$ cat src/rtl/yz_event_monitor.sv
// rtl/yz_event_monitor.sv - synchronises y/z, counts their rising edges and detects y-then-z sequences
module yz_event_monitor #(
    parameter int CNT_W  = 8,
    parameter int WINDOW = 4
) (
    input  logic             clk,
    input  logic             reset_n,
    input  logic             y_in,
    input  logic             z_in,
    input  logic             clr,
    output logic [CNT_W-1:0] y_cnt,
    output logic [CNT_W-1:0] z_cnt,
    output logic [CNT_W-1:0] seq_cnt,
    output logic             seq_hit,
    output logic             busy,
    output logic             sat
);

    localparam int TW = $clog2(WINDOW) + 1;
    localparam logic [CNT_W-1:0] CNT_MAX = '1;
    localparam logic [TW-1:0]    T_LAST  = TW'(WINDOW - 1);

    typedef enum logic [1:0] {
        IDLE  = 2'd0,
        ARMED = 2'd1,
        HIT   = 2'd2
    } state_t;

    logic y_meta_q, y_meta_d, y_s_q, y_s_d, y_prev_q, y_prev_d;
    logic z_meta_q, z_meta_d, z_s_q, z_s_d, z_prev_q, z_prev_d;
    logic [CNT_W-1:0] y_cnt_q, y_cnt_d, z_cnt_q, z_cnt_d, seq_cnt_q, seq_cnt_d;
    logic [TW-1:0]    timer_q, timer_d;
    state_t           state_q, state_d;
    logic             rise_y, rise_z;

    // Synchroniser and history flops are deliberately untouched by clr.
    always_comb begin
        y_meta_d = y_in;
        y_s_d    = y_meta_q;
        y_prev_d = y_s_q;
        z_meta_d = z_in;
        z_s_d    = z_meta_q;
        z_prev_d = z_s_q;
    end

    assign rise_y = y_s_q & ~y_prev_q;
    assign rise_z = z_s_q & ~z_prev_q;

    always_comb begin
        state_d = state_q;
        timer_d = timer_q;
        case (state_q)
            IDLE: begin
                if (rise_y && rise_z) begin
                    state_d = HIT;
                end else if (rise_y) begin
                    state_d = ARMED;
                    timer_d = '0;
                end
            end
            ARMED: begin
                if (rise_z) begin
                    state_d = HIT;
                end else if (rise_y) begin
                    timer_d = '0;
                end else if (timer_q == T_LAST) begin
                    state_d = IDLE;
                end else begin
                    timer_d = timer_q + TW'(1);
                end
            end
            HIT: begin
                if (rise_y) begin
                    state_d = ARMED;
                    timer_d = '0;
                end else begin
                    state_d = IDLE;
                end
            end
            default: state_d = IDLE;
        endcase
        if (clr) begin
            state_d = IDLE;
            timer_d = '0;
        end
    end

    // seq_cnt bumps on the edge entering HIT so it lines up with seq_hit.
    always_comb begin
        y_cnt_d   = y_cnt_q;
        z_cnt_d   = z_cnt_q;
        seq_cnt_d = seq_cnt_q;
        if (clr) begin
            y_cnt_d   = '0;
            z_cnt_d   = '0;
            seq_cnt_d = '0;
        end else begin
            if (rise_y && (y_cnt_q != CNT_MAX)) y_cnt_d = y_cnt_q + CNT_W'(1);
            if (rise_z && (z_cnt_q != CNT_MAX)) z_cnt_d = z_cnt_q + CNT_W'(1);
            if ((state_d == HIT) && (seq_cnt_q != CNT_MAX)) seq_cnt_d = seq_cnt_q + CNT_W'(1);
        end
    end

    always_ff @(posedge clk or negedge reset_n) begin
        if (!reset_n) begin
            y_meta_q  <= 1'b0;
            y_s_q     <= 1'b0;
            y_prev_q  <= 1'b0;
            z_meta_q  <= 1'b0;
            z_s_q     <= 1'b0;
            z_prev_q  <= 1'b0;
            y_cnt_q   <= '0;
            z_cnt_q   <= '0;
            seq_cnt_q <= '0;
            timer_q   <= '0;
            state_q   <= IDLE;
        end else begin
            y_meta_q  <= y_meta_d;
            y_s_q     <= y_s_d;
            y_prev_q  <= y_prev_d;
            z_meta_q  <= z_meta_d;
            z_s_q     <= z_s_d;
            z_prev_q  <= z_prev_d;
            y_cnt_q   <= y_cnt_d;
            z_cnt_q   <= z_cnt_d;
            seq_cnt_q <= seq_cnt_d;
            timer_q   <= timer_d;
            state_q   <= state_d;
        end
    end

    assign y_cnt   = y_cnt_q;
    assign z_cnt   = z_cnt_q;
    assign seq_cnt = seq_cnt_q;
    assign seq_hit = (state_q == HIT);
    assign busy    = (state_q == ARMED);
    assign sat     = (y_cnt_q == CNT_MAX) | (z_cnt_q == CNT_MAX) | (seq_cnt_q == CNT_MAX);

endmodule

$ cat config.mk
export PLATFORM = sky130hd
export DESIGN_NAME = yz_event_monitor
export DESIGN_NICKNAME = d
export VERILOG_FILES = /design/src/rtl/yz_event_monitor.sv
export SDC_FILE = /design/constraint.sdc
export NUM_CORES = 1
export LEC_CHECK = 0
export BUFFER_PORTS_ARGS = -buffer_cell sky130_fd_sc_hd__buf_2
export CORE_MARGIN = 2
export CORE_UTILIZATION = 35
export CTS_BUF_LIST = sky130_fd_sc_hd__clkbuf_8
export DETAILED_ROUTE_END_ITERATION = 10
export PLACE_DENSITY = 0.54
export SLEW_MARGIN = 30
export SYNTH_ARGS = -nofsm -noshare
export SYNTH_HDL_FRONTEND = slang
export SYNTH_SLANG_ARGS = --single-unit
$ cat constraint.sdc
create_clock -name clk -period 1.85 [get_ports clk]
set_input_delay 0.0925 -clock clk [delete_from_list [all_inputs] [get_ports clk]]
set_output_delay 0.0925 -clock clk [all_outputs]
set_load 0.01 [all_outputs]
==> results.sh <==
export IMPL_synth_xor_area_share_pct=4.088
export IMPL_cts_inserted_buffers=5
export IMPL_ios=32
export IMPL_fin_crit_ns=1.697
export IMPL_die_y_um=73.98
export IMPL_fmaxAchievable_ghz=0.5893
export IMPL_avgSynthCellArea_sq_um=10.58
export IMPL_row_count=25
export IMPL_timing_critical_path_from_type="register"
export IMPL_num_vias=1379
export IMPL_grt_pass1_wl_mm=6.078
export IMPL_clockRootBuffer="clkbuf_8"
export IMPL_worst_endpoint_arrival_ns=1.86
export IMPL_critPathKind="reg2reg"
export IMPL_drt_wl_total_mm=3.653
export IMPL_yosys_warnings=0
export IMPL_number_of_max_slew_violations_in_the_final_report=0
export IMPL_htree_num_levels=2
export IMPL_synth_most_common_cell="dfrtp_1"
export IMPL_netlist_area_leader_share_pct=51.09
export IMPL_ys_top_cells_by_area="dfrtp_1 (51%), xor2_1 (4.1%), ha_1 (3.6%)"
export IMPL_remaining_overflow_grt=0
export IMPL_synthFlopType="dfrtp_1"
export IMPL_final_min_period_over_clock_period_pct=91.73
export IMPL_route_detailed_wl_per_inst_um=13.48
export IMPL_total_nets_final=213
export IMPL_clk_path_buf_depth=2
export IMPL_design_core_area_sq_um=4723
export IMPL_min_from="clr"
export IMPL_numPortBuffers=31
export IMPL_die_width_um=73.98
export IMPL_asyncSetResetFlopFracSynth_pct=100.0
export IMPL_cap_viol_max_count=0
export IMPL_number_of_placed_instances_taps_included=260
export IMPL_cellLeakagePower_nw=0.9967
export IMPL_cts_sinks=35
export IMPL_setup_viol_count_final=0
export IMPL_detail_route_first_pass_iterations=4
export IMPL_fp_dieArea_sq_um=5473
export IMPL_setup_tns_final_ns=0
export IMPL_synth_compound_area_share_pct=13.80
export IMPL_synth_simple_gate_area_share_pct=21.17
export IMPL_worst_case_register_to_register_setup_slack_ns=0.15
export IMPL_synth_edf_count=0
export IMPL_antenna_violations_before_repair=0
export IMPL_initial_detailed_routing_violation_count=74
export IMPL_crit_path_start="timer_q[0]"
export IMPL_worst_slew_pin_slew_ns=0.7846
export IMPL_tritoncts_clock_tree="done"
export IMPL_grt_util_all_layers_pct=14.56
export IMPL_grt_start_max_net_pins=36
export IMPL_post_cts_buffers=0
export IMPL_reg2reg_depth=6
export IMPL_power_ir_vdd_worst_mv=0.3706
export IMPL_grt_pass1_vias=1365
export IMPL_critical_path_endpoint_type="register"
export IMPL_hold_path_class="in2reg"
export IMPL_postRouteAntennaNets=0
export IMPL_status="completed"
export IMPL_gp_congestion=0.7292
export IMPL_drt_vias_per_instance=5.089
export IMPL_place_hpwl_mm=2.524
export IMPL_synthMuxAreaShare_pct=3.504
export IMPL_clk_transition_reported_paths_ns=0.06
export IMPL_unrepaired_setup_endpoints_after_global_routing="false"
export IMPL_synth_top_family_by_area="simple AND/OR/NAND/NOR gates"
export IMPL_final_hold_viol_count=0
export IMPL_fin_skew_ns=0.007286
export IMPL_power_density_nw_per_um2=677.2
export IMPL_final_instance_count_excl_fill=271
export IMPL_drt_drc_violations_left=0
export IMPL_synth_nets=172
export IMPL_critical_path_required_ns=2.01
export IMPL_syn_cell_area_sq_um=1714
export IMPL_timing_max_slew_rel_slack_pct=47.69
export IMPL_netlist_cell_type_count=36
export IMPL_n_antenna_cell=0
export IMPL_part_of_the_yosys_area_used_for_sequential_elements_pct=51.09
export IMPL_path_max_fanout=3
export IMPL_clk_insertion_delay_late_ns=0.28
export IMPL_synth_cells_most_frequent="dfrtp_1 (35), nor2_1 (15), a21oi_1 (11), o21ai_0 (11), xor2_1 (8)"
export IMPL_post_synth_fa_ha_maj_area_fraction_pct=3.650
export IMPL_synth_to_final_area_change_pct=21.17
export IMPL_hold_path_depth=3
export IMPL_synth_ff_latch_count=35
export IMPL_fraction_of_layout_cells_with_a_size_suffix_above_1_pct=23.04
export IMPL_netlist_top_cell_by_area="dfrtp_1"
export IMPL_r2r_start="timer_q[0]"
export IMPL_start_util_pct=36.29
export IMPL_synthCells=162
## critical path, stage by stage, from the launching register on
cell,delay (ns)
dfrtp_1,0.41
ha_1,0.22
ha_1,0.18
nand2b_1,0.15
a211oi_2,0.27
a211oi_2,0.10
a22o_1,0.25
## area by class of cell
cell class / instances / area, sq um
clock inverters: 3 / 12.51
multi-input cells: 119 / 802.0
fillers: 441 / 2646
well taps: 67 / 83.83
inverters: 3 / 11.26
flip-flops and latches: 35 / 875.8
repair buffers: 39 / 222.7
clock buffers: 5 / 68.82
## final timing paths
check                                   to
worst min register to register    z_prev_d
min in group asynchronous       seq_cnt[2]
worst max-delay path            timer_q[0]
worst min-delay path            state_q[1]
worst max register to register  timer_q[0]
max in group asynchronous       timer_q[0]
## metal layers
metal  track usage (%)  wire [um]
met5                 0          0
met4             5.859         57
met3             4.201        126
met2             24.80       1791
met1             17.29       1677
## metrics by stage
stage	hold slack [ns]	cell area (sq um)	setup WS, ns	power [mW]	utilization, %
3_3_place_gp	0.2009	1956	0.1623	0.9011	41.40
5_1_grt	0.1319	2077	0.04428	1.487	43.97
2_1_floorplan	-0.2031	1714	0.2090	0.8620	-
6_report	0.1230	2077	0.1530	1.406	43.97
4_1_cts	0.1254	2067	0.08649	1.435	43.76
3_5_place_dp	0.2030	1956	0.09807	0.9063	41.40
## where the power goes
part           switching, mW  internal, mW
Clock                  0.257         0.253
Sequential            0.0151         0.781
Combinational         0.0606        0.0402
Total                  0.332          1.07
## sequential cells by signal, summed over array words and instances, names as in the netlist
signal,count
state_q,2
seq_cnt,8
z_prev_q,1
y_prev_d,1
y_meta_q,1
y_prev_q,1
timer_q,3
z_meta_q,1
z_prev_d,1
z_cnt,8
y_cnt,8
## logic make-up after synthesis
logic type / count (synthesis)
AOI/OAI and AO/OA: 37
DFF: 35
and+or+nand+nor: 63
buffers and inverters: 8
xor gates and xnor gates: 8
muxes: 6
adders and majority gates: 5
## timing repair
item | CTS | global route
endpoints found under the hold margin | 37 | 0
hold buffers | 3 | 0
gates resized for setup | 0 | 2
endpoints found under the setup margin | 0 | 3
## placed cells by master, fill, tap and decap left out, types with 6 or more instances in the layout
| cell type | synthesis | layout |
|---|---|---|
| xor2_1 | 8 | 8 |
| mux2i_1 | 6 | 6 |
| buf_2 | 1 | 31 |
| nor2_1 | 15 | 15 |
| o21ai_0 | 11 | 11 |
| dfrtp_1 | 35 | 35 |
| a21oi_1 | 11 | 11 |
| or3_1 | 7 | 7 |
| nand3_1 | 6 | 6 |
Power figures use the tool's default switching activity.
